[src/rtl/serial_frame_gen.sv]
// rtl/serial_frame_gen.sv - UART / PS/2 device serial frame transmitter fed from a byte FIFO
module serial_frame_gen #(
    parameter int DIV_W      = 16,
    parameter int FIFO_DEPTH = 16,
    parameter int LVL_W      = 5
) (
    input  logic             clk,
    input  logic             reset,
    input  logic             mode,
    input  logic [DIV_W-1:0] bit_div,
    input  logic [1:0]       parity_sel,
    input  logic [DIV_W-1:0] gap,
    input  logic [7:0]       in_data,
    input  logic             in_valid,
    output logic             in_ready,
    output logic             tx_line,
    output logic             ps2_clk,
    output logic             busy,
    output logic [LVL_W-1:0] fifo_level
);
    localparam int PTR_W = $clog2(FIFO_DEPTH);

    typedef enum logic [2:0] {S_IDLE, S_START, S_DATA, S_PAR, S_STOP, S_GAP} state_t;

    state_t           state;
    logic [7:0]       mem [FIFO_DEPTH];
    logic [PTR_W-1:0] wr_ptr;
    logic [PTR_W-1:0] rd_ptr;
    logic             armed;
    logic [7:0]       data_q;
    logic             mode_q;
    logic             par_en_q;
    logic             par_bit_q;
    logic [DIV_W-1:0] div_m1_q;
    logic [DIV_W-1:0] gap_q;
    logic [DIV_W-1:0] timer;
    logic             half;
    logic [2:0]       bit_idx;

    logic       full;
    logic       empty;
    logic       push;
    logic       pop;
    logic       bit_end;
    logic       frame_end;
    logic [7:0] head;
    logic       par_odd;

    assign full     = (fifo_level == LVL_W'(FIFO_DEPTH));
    assign empty    = (fifo_level == '0);
    assign in_ready = !full;
    assign push     = in_valid && !full;
    assign head     = mem[rd_ptr];
    assign par_odd  = mode || (parity_sel == 2'd1);

    // A PS/2 bit only ends after its high half-period; a UART bit ends on timer expiry.
    assign bit_end   = (timer == '0) && (!mode_q || half);
    assign frame_end = (state == S_STOP && bit_end && gap_q == '0) ||
                       (state == S_GAP && timer == '0);
    // Frame end pops directly so back-to-back frames see a single idle/pop cycle.
    assign pop       = !empty && ((state == S_IDLE && !armed) || frame_end);

    always_ff @(posedge clk) begin
        if (push) begin
            mem[wr_ptr] <= in_data;
        end
    end

    always_ff @(posedge clk) begin
        if (reset) begin
            wr_ptr     <= '0;
            rd_ptr     <= '0;
            fifo_level <= '0;
        end else begin
            if (push) begin
                wr_ptr <= wr_ptr + PTR_W'(1);
            end
            if (pop) begin
                rd_ptr <= rd_ptr + PTR_W'(1);
            end
            fifo_level <= fifo_level + LVL_W'(push) - LVL_W'(pop);
        end
    end

    always_ff @(posedge clk) begin
        if (reset) begin
            state     <= S_IDLE;
            armed     <= 1'b0;
            tx_line   <= 1'b1;
            ps2_clk   <= 1'b1;
            busy      <= 1'b0;
            timer     <= '0;
            half      <= 1'b0;
            bit_idx   <= '0;
            data_q    <= '0;
            mode_q    <= 1'b0;
            par_en_q  <= 1'b0;
            par_bit_q <= 1'b0;
            div_m1_q  <= '0;
            gap_q     <= '0;
        end else if (pop) begin
            state     <= S_IDLE;
            armed     <= 1'b1;
            busy      <= 1'b0;
            tx_line   <= 1'b1;
            ps2_clk   <= 1'b1;
            data_q    <= head;
            mode_q    <= mode;
            par_en_q  <= mode || (parity_sel == 2'd1) || (parity_sel == 2'd2);
            par_bit_q <= par_odd ? ~^head : ^head;
            div_m1_q  <= (bit_div == '0) ? '0 : bit_div - DIV_W'(1);
            gap_q     <= gap;
        end else begin
            case (state)
                S_IDLE: begin
                    if (armed) begin
                        armed   <= 1'b0;
                        state   <= S_START;
                        busy    <= 1'b1;
                        tx_line <= 1'b0;
                        ps2_clk <= !mode_q;
                        timer   <= div_m1_q;
                        half    <= 1'b0;
                    end
                end
                S_GAP: begin
                    if (timer == '0) begin
                        state <= S_IDLE;
                        busy  <= 1'b0;
                    end else begin
                        timer <= timer - DIV_W'(1);
                    end
                end
                S_START, S_DATA, S_PAR, S_STOP: begin
                    if (timer != '0) begin
                        timer <= timer - DIV_W'(1);
                    end else if (!bit_end) begin
                        half    <= 1'b1;
                        ps2_clk <= 1'b1;
                        timer   <= div_m1_q;
                    end else begin
                        half    <= 1'b0;
                        timer   <= div_m1_q;
                        ps2_clk <= !mode_q;
                        case (state)
                            S_START: begin
                                state   <= S_DATA;
                                bit_idx <= '0;
                                tx_line <= data_q[0];
                            end
                            S_DATA: begin
                                if (bit_idx != 3'd7) begin
                                    bit_idx <= bit_idx + 3'd1;
                                    tx_line <= data_q[bit_idx + 3'd1];
                                end else if (par_en_q) begin
                                    state   <= S_PAR;
                                    tx_line <= par_bit_q;
                                end else begin
                                    state   <= S_STOP;
                                    tx_line <= 1'b1;
                                end
                            end
                            S_PAR: begin
                                state   <= S_STOP;
                                tx_line <= 1'b1;
                            end
                            S_STOP: begin
                                tx_line <= 1'b1;
                                ps2_clk <= 1'b1;
                                if (gap_q != '0) begin
                                    state <= S_GAP;
                                    timer <= gap_q - DIV_W'(1);
                                end else begin
                                    state <= S_IDLE;
                                    busy  <= 1'b0;
                                end
                            end
                            default: state <= S_IDLE;
                        endcase
                    end
                end
                default: state <= S_IDLE;
            endcase
        end
    end
endmodule

[config.mk]
export PLATFORM = sky130hd
export DESIGN_NAME = serial_frame_gen
export DESIGN_NICKNAME = d
export VERILOG_FILES = /design/src/rtl/serial_frame_gen.sv
export SDC_FILE = /design/constraint.sdc
export NUM_CORES = 1
export LEC_CHECK = 0
export ABC_AREA = 1
export CORE_MARGIN = 2
export CORE_UTILIZATION = 55
export CTS_CLUSTER_DIAMETER = 60
export CTS_CLUSTER_SIZE = 20
export DETAILED_ROUTE_END_ITERATION = 16
export GPL_TIMING_DRIVEN = 0
export HOLD_SLACK_MARGIN = 0.08
export PLACE_DENSITY = 0.74
export SYNTH_ARGS = -nofsm -noshare
export SYNTH_HDL_FRONTEND = slang
export SYNTH_SLANG_ARGS = --single-unit
[constraint.sdc]
create_clock -name clk -period 3.4 [get_ports clk]
set_clock_uncertainty 0.05 [all_clocks]
set_input_delay 0.68 -clock clk [delete_from_list [all_inputs] [get_ports clk]]
set_output_delay 0.68 -clock clk [all_outputs]
set_load 0.05 [all_outputs]
# == Word-level counts from Yosys, hierarchy flattened ==
# Memory sizes are Yosys's and may differ from the RTL's. A register that Yosys moved wholly into a read port is not among the register bits.
# Index checks and enable logic that the tools add are counted.
# word_totals
register_bits,83
ramBits,128
inputBits,46
mem_count,1
# mem_list
name,depth,word_bits,rd,rd_ports_with_merged_regs,wr,line_no,text
mem,16,8,1,1,1,26,logic [7:0] mem [FIFO_DEPTH];
# op_classes
n_addsub,8
magnitude_cmp,1
eq_ne,19
mux,50
n_bitwise,2
reduce_logical,39
# op_table
operator,n
$mux 16,7
$logic_not 16->1,3
$pmux 16 s3,1
$sub 16x1->16 const B,3
$reduce_bool 16->1,2
$mux 3,8
$mux 1,23
$ne 2x2->1 const B,7
$pmux 3 s4,1
$reduce_and 5->1,2
$pmux 3 s3,1
$add 4x1->4 const B,2
$mux 4,2
$reduce_and 4->1,2
$reduce_xnor 8->1,1
$reduce_xor 8->1,1
$logic_and 1x1->1,7
$reduce_and 7->1,1
$eq 3x2->1 const B,2
$eq 3x3->1 const B,2
$ne 3x3->1 const B,2
$pmux 1 s2,3
$pmux 1 s3,2
$pmux 3 s2,1
other kinds (22),33

# == Longest topological paths before layout ==
# logic_depth
ltp_word,10
ltp_mapped,19
ltp_nobuf,19

# == Worst setup path before layout ==
# No wires, ideal clock.
# synth_timing
path_type,register -> register
startpoint,register fifo_level[2]
endpoint,register fifo_level[4]
setup_ps,128
t_arrival_ps,2968
slack_ps,253
path_stages_with_launch,14
n_path_buf,0
synth_period_minus_slack_ps,3147
path_cell_list,dfxtp_1 > inv_1 > ha_1 > nand4_1 > nand2_1 > ha_1 > inv_1 > ha_1 > inv_1 > fa_1 > nor3_1 > a211oi_1 > o21ai_0 > a21oi_1
# synth_between
elab_chain_len,5
elab_cells_between_ends,8
classes_between,add/sub (2); eq/ne (1); reduce/logical (5)
# synth_lines
item,line_no,text
from (decl),19,output logic [LVL_W-1:0] fifo_level
from (signal assigned),81,fifo_level <= fifo_level + LVL_W'(push) - LVL_W'(pop);
$eq 5x5->1,49,assign full = (fifo_level == LVL_W'(FIFO_DEPTH));
$logic_not 1->1,-,
net in_ready,15,"output logic in_ready,"
$logic_and 1x1->1,52,assign push = in_valid && !full;
$add 5x1->5,81,
$sub 5x1->5,81,
# The timed path passes the listed nets, and every way through them passes these cells.
# A chain may end at the register's enable or synchronous reset.

# == Final worst setup path ==
# layout_timing
startpoint,register gap_q[0]
endpoint,register fifo_level[4]
# layout_between
elab_chain_len,6
# layout_lines
item,line_no,text
from (decl),35,logic [DIV_W-1:0] gap_q;
from (signal assigned),112,gap_q <= gap;
$logic_not 16->1,58,assign frame_end = (state == S_STOP && bit_end && gap_q == '0) ||
$logic_and 1x1->1,58,
$logic_or 1x1->1,58,
$logic_or 1x1->1,61,assign pop = !empty && ((state == S_IDLE && !armed) || frame_end);
$logic_and 1x1->1,61,
net pop,43,logic pop;
$sub 5x1->5,81,
# The timed path passes the listed nets, and every way through them passes these cells.

==> metrics.md <==
| Metric | Value |
|---|---|
| Status | complete, no violations |
| Worst skew pair latency | 0.51 ns |
| Syn-to-layout area delta | 13.3% |
| CP bufs+invs | 5 |
| Row cnt | 50 |
| Post-DRT Antenna Nets | 0 |
| Gr ovfl total | 0 |
| Pre-CTS WS | 0.0753 ns |
| CP endpoint kind | flip-flop |
| Async SR Flop Fraction | 0% |
| Core area | 18800 sq um |
| Non-Filler Instances | 1525 |
| H-tree Lvls | 1 |
| Fraction of layout cells with a size suffix above 1 | 10.6% |
| IO buf count | 54 |
| PnR worst setup slack | 0.229 ns |
| Sink Count | 215 |
| #FFs+latches synth | 215 |
| Worst R2R Path Depth | 19 |
| Cell taking the most area after synthesis | edfxtp_1 |
| Setup TNS | 0 ns |
| Hold Path Cell Cnt | 2 |
| DRC viols | 0 |
| Initial antenna violation count | 0 |
| WP data required | 3.72 ns |
| Ys flop type | edfxtp_1 |
| Crit-path max cell delay | 0.41 ns |
| Cell Area, Synth | 10600 sq um |
| Sequential-to-total area share from yosys stat | 52.9% |
| Slew headroom | 32.6% |
| Cells after synthesis | 1205 |
| Register-to-register setup slack | 0.23 ns |
| Vias | 8381 |
| Vias/cell | 5.50 |
| Number of synthesized flops with an enable pin | 128 |
| I/O pin cnt | 55 |
| Max Fclk | 315 MHz |
| Synth warnings | 0 |
| Distinct cells, synth | 52 |
| Worst setup startpoint | gap_q[0]$_SDFFE_PP0P_ |
| HP Class | reg2reg |
| Critical path fanouts, max | 8 |
| Final Hold Vio Count | 0 |
| Synth Net Count | 1269 |
| Fin. max-slew vios | 0 |
| WL per Instance | 17.7 microns |
| GPL Wtd Cong | 0.950 |
| Root Buffer | clkbuf_16 |
| WS Path Type | reg2reg |
| Min cycle time layout | 3.17 ns |
| Worst R2R End | fifo_level[4]$_SDFF_PP0_ |
| Drt pass-1 iters | 5 |
| Critical-path cell list | inv_1, ha_1, nand2_1, nor2_1, nand2_1, inv_2, nand4_1, nand3_2, nand2_4, clkinvlp_4, ha_1, inv_1, ha_1, inv_1, fa_1, nor3_2, a211oi_1, o21ai_0, a21oi_1 |
| HPWL Detailed | 19200 microns |
| Die Y | 143 microns |
| Initial core utilization | 56.3% |
| PwrDens | 928 nW/um^2 |
| Setup violators final | 0 |
| Ant. Diodes | 0 |
| Chip width | 143 microns |
| Nets | 1344 |
| Hold path start | data_q[7]$_SDFFE_PP0P_ |
| CTS clk-pin slew, worst paths | 0.07 ns |
| Die area | 20300 sq um |
| Largest net degree at the start of global routing | 22 |
| Tightest Pin Transition | 1.00 ns |
| Element type at the critical path start | flip-flop |
| Fin crit share | 93.3% |
| Num CTS Buffers | 17 |
| Vias in the first global route | 7514 |
| Top post-synthesis cells by area | edfxtp_1 (36%), dfxtp_1 (16%), nand2_1 (11%) |
| Syn_area_per_cell | 8.77 sq um |
| Worst path top cell family by delay | adder cells |
| Global-route wire length before repair | 40800 microns |
| FILL cells | 1555 |
| Top-area cell type share of the netlist area | 36.4% |
| Critical path arrival | 3.49 ns |
| 1st-iter DRT viols | 738 |
| Slowest-stage cell, CP | fa_1 |
| Unrepaired setup endpoints after global routing | no |
| Worst VDD drop | 493 uV |
| GRT Total Usage | 26.5% |
| WHS Endpoint | data_q[7]$_SDFFE_PP0P_ |
| Reg-to-Reg Start | gap_q[0]$_SDFFE_PP0P_ |
| Wirelength, routed | 27000 microns |
| Lkg Pwr | 5.00 nW |
| MaxCap Viol Count | 0 |
| Inst Count DP | 1493 |
| CTS tree | yes |
| Bufs on Longest Clock Path | 3 |
worst min-delay path: stages (launching register included):
cell and delay (ns):
dfxtp_1 0.33, nand2_1 0.05, o21ai_0 0.06
per-layer routing:
layer | vias to the layer above | track usage (%) | part of all wire (%)
met5 | - | 0 | 0
met4 | 0 | 6.88 | 2.4
met3 | 46 | 4.74 | 7.2
met2 | 295 | 40.5 | 44
met1 | 3914 | 39.3 | 47
li1 | 4126 | - | -
cell type report:
class / instances / area (sq um) / area share (%)
Sequential cell: 215 / 5590 / 46.6
Buffer: 40 / 289 / 2.41
Clock buffer: 23 / 469 / 3.92
Clock inverter: 7 / 77.6 / 0.648
Multi-Input combinational cell: 781 / 4070 / 33.9
Timing Repair Buffer: 56 / 556 / 4.64
Inverter: 169 / 641 / 5.35
Tap cell: 234 / 293 / 2.44
repair_timing:
item,4_1_cts,5_1_grt
buffers inserted,0,2
endpoints found under the setup margin,0,1
hold buffers,0,0
gates resized for setup,0,5
synthesized netlist by cell type (3+ instances only):
library cell    n
dfxtp_1        87
o31ai_1         6
nor3_2          3
inv_2          24
nand4_1        11
nor2_4         12
o21ai_0        52
o21ai_1         8
nand3_1       103
buf_2          18
nand2_1       314
edfxtp_1      128
buf_6          15
inv_1         143
a21oi_1        31
nand2_2         8
o22ai_1        16
xor2_1         26
nor4_1          3
nor2_1         96
a32o_1          3
a22o_1          5
a211oi_2        7
nor2_2          6
clkbuf_1        6
ha_1           17
xnor2_1         8
nor3_1          9
a211oi_1        7
a31oi_1         3
flip-flops by register name, indices dropped and copies added (netlist names), 4 cells and up, named ones only:
register    flops
div_m1_q       16
rd_ptr          4
wr_ptr          4
data_q          8
gap_q          16
mem           128
fifo_level      5
timer          16
per-stage QoR:
step                      utilization (%)  hold slack, ns  power (W)  cell area [sq um]
final                                63.8           0.419     0.0111              12000
after global routing                 63.8           0.449     0.0119              12000
after CTS                            63.7           0.419     0.0110              11900
after detailed placement             60.7           0.400    0.00900              11400
after global placement               60.7           0.391    0.00892              11400
after floorplan                         -           0.373    0.00758              10600
worst max path at each step:
stage / end / depth (start not counted)
detailed placement: fifo_level[4]$_SDFF_PP0_ / 17
global placement: fifo_level[4]$_SDFF_PP0_ / 17
floorplan: fifo_level[4]$_SDFF_PP0_ / 13
CTS: fifo_level[4]$_SDFF_PP0_ / 17
global route: fifo_level[4]$_SDFF_PP0_ / 19
finish: fifo_level[4]$_SDFF_PP0_ / 19
power breakdown:
| group | internal (W) | switching [W] | leakage [nW] | total [W] |
|---|---|---|---|---|
| Clock | 0.00107 | 0.000956 | 0.269 | 0.00203 |
| Sequential | 0.00320 | 0.000359 | 1.87 | 0.00356 |
| Combinational | 0.00194 | 0.00359 | 2.86 | 0.00552 |
| Total | 0.00621 | 0.00490 | 5.00 | 0.0111 |
layout by cell type, fill, tap and decap left out, types with 8 or more instances in the layout:
cell and instances:
o22ai_1 16, xnor2_1 8, nor2_1 95, clkbuf_16 18
nor3_1 8, buf_2 18, inv_2 24, clkdlybuf4s50_1 54
nor2_4 12, buf_6 15, clkbuf_1 11, inv_1 142
a21oi_1 31, o21ai_1 8, dfxtp_1 86, ha_1 16
edfxtp_1 128, nand2_1 314, nand4_1 11, nand2_2 8
xor2_1 26, o21ai_0 52, nand3_1 103
cell families (layout without fill, tap and decap cells):
group / Yosys count / in the layout / share of synthesized area, %
mux: 2 / 2 / 0.189
buf+inv: 209 / 295 / 8.76
fa+ha+maj: 18 / 18 / 2.20
simple gates: 576 / 576 / 24.1
compound gates: 151 / 151 / 9.08
xor+xnor: 34 / 34 / 2.82
flops: 215 / 215 / 52.9
No activity file was read; power rests on OpenSTA's default activity.
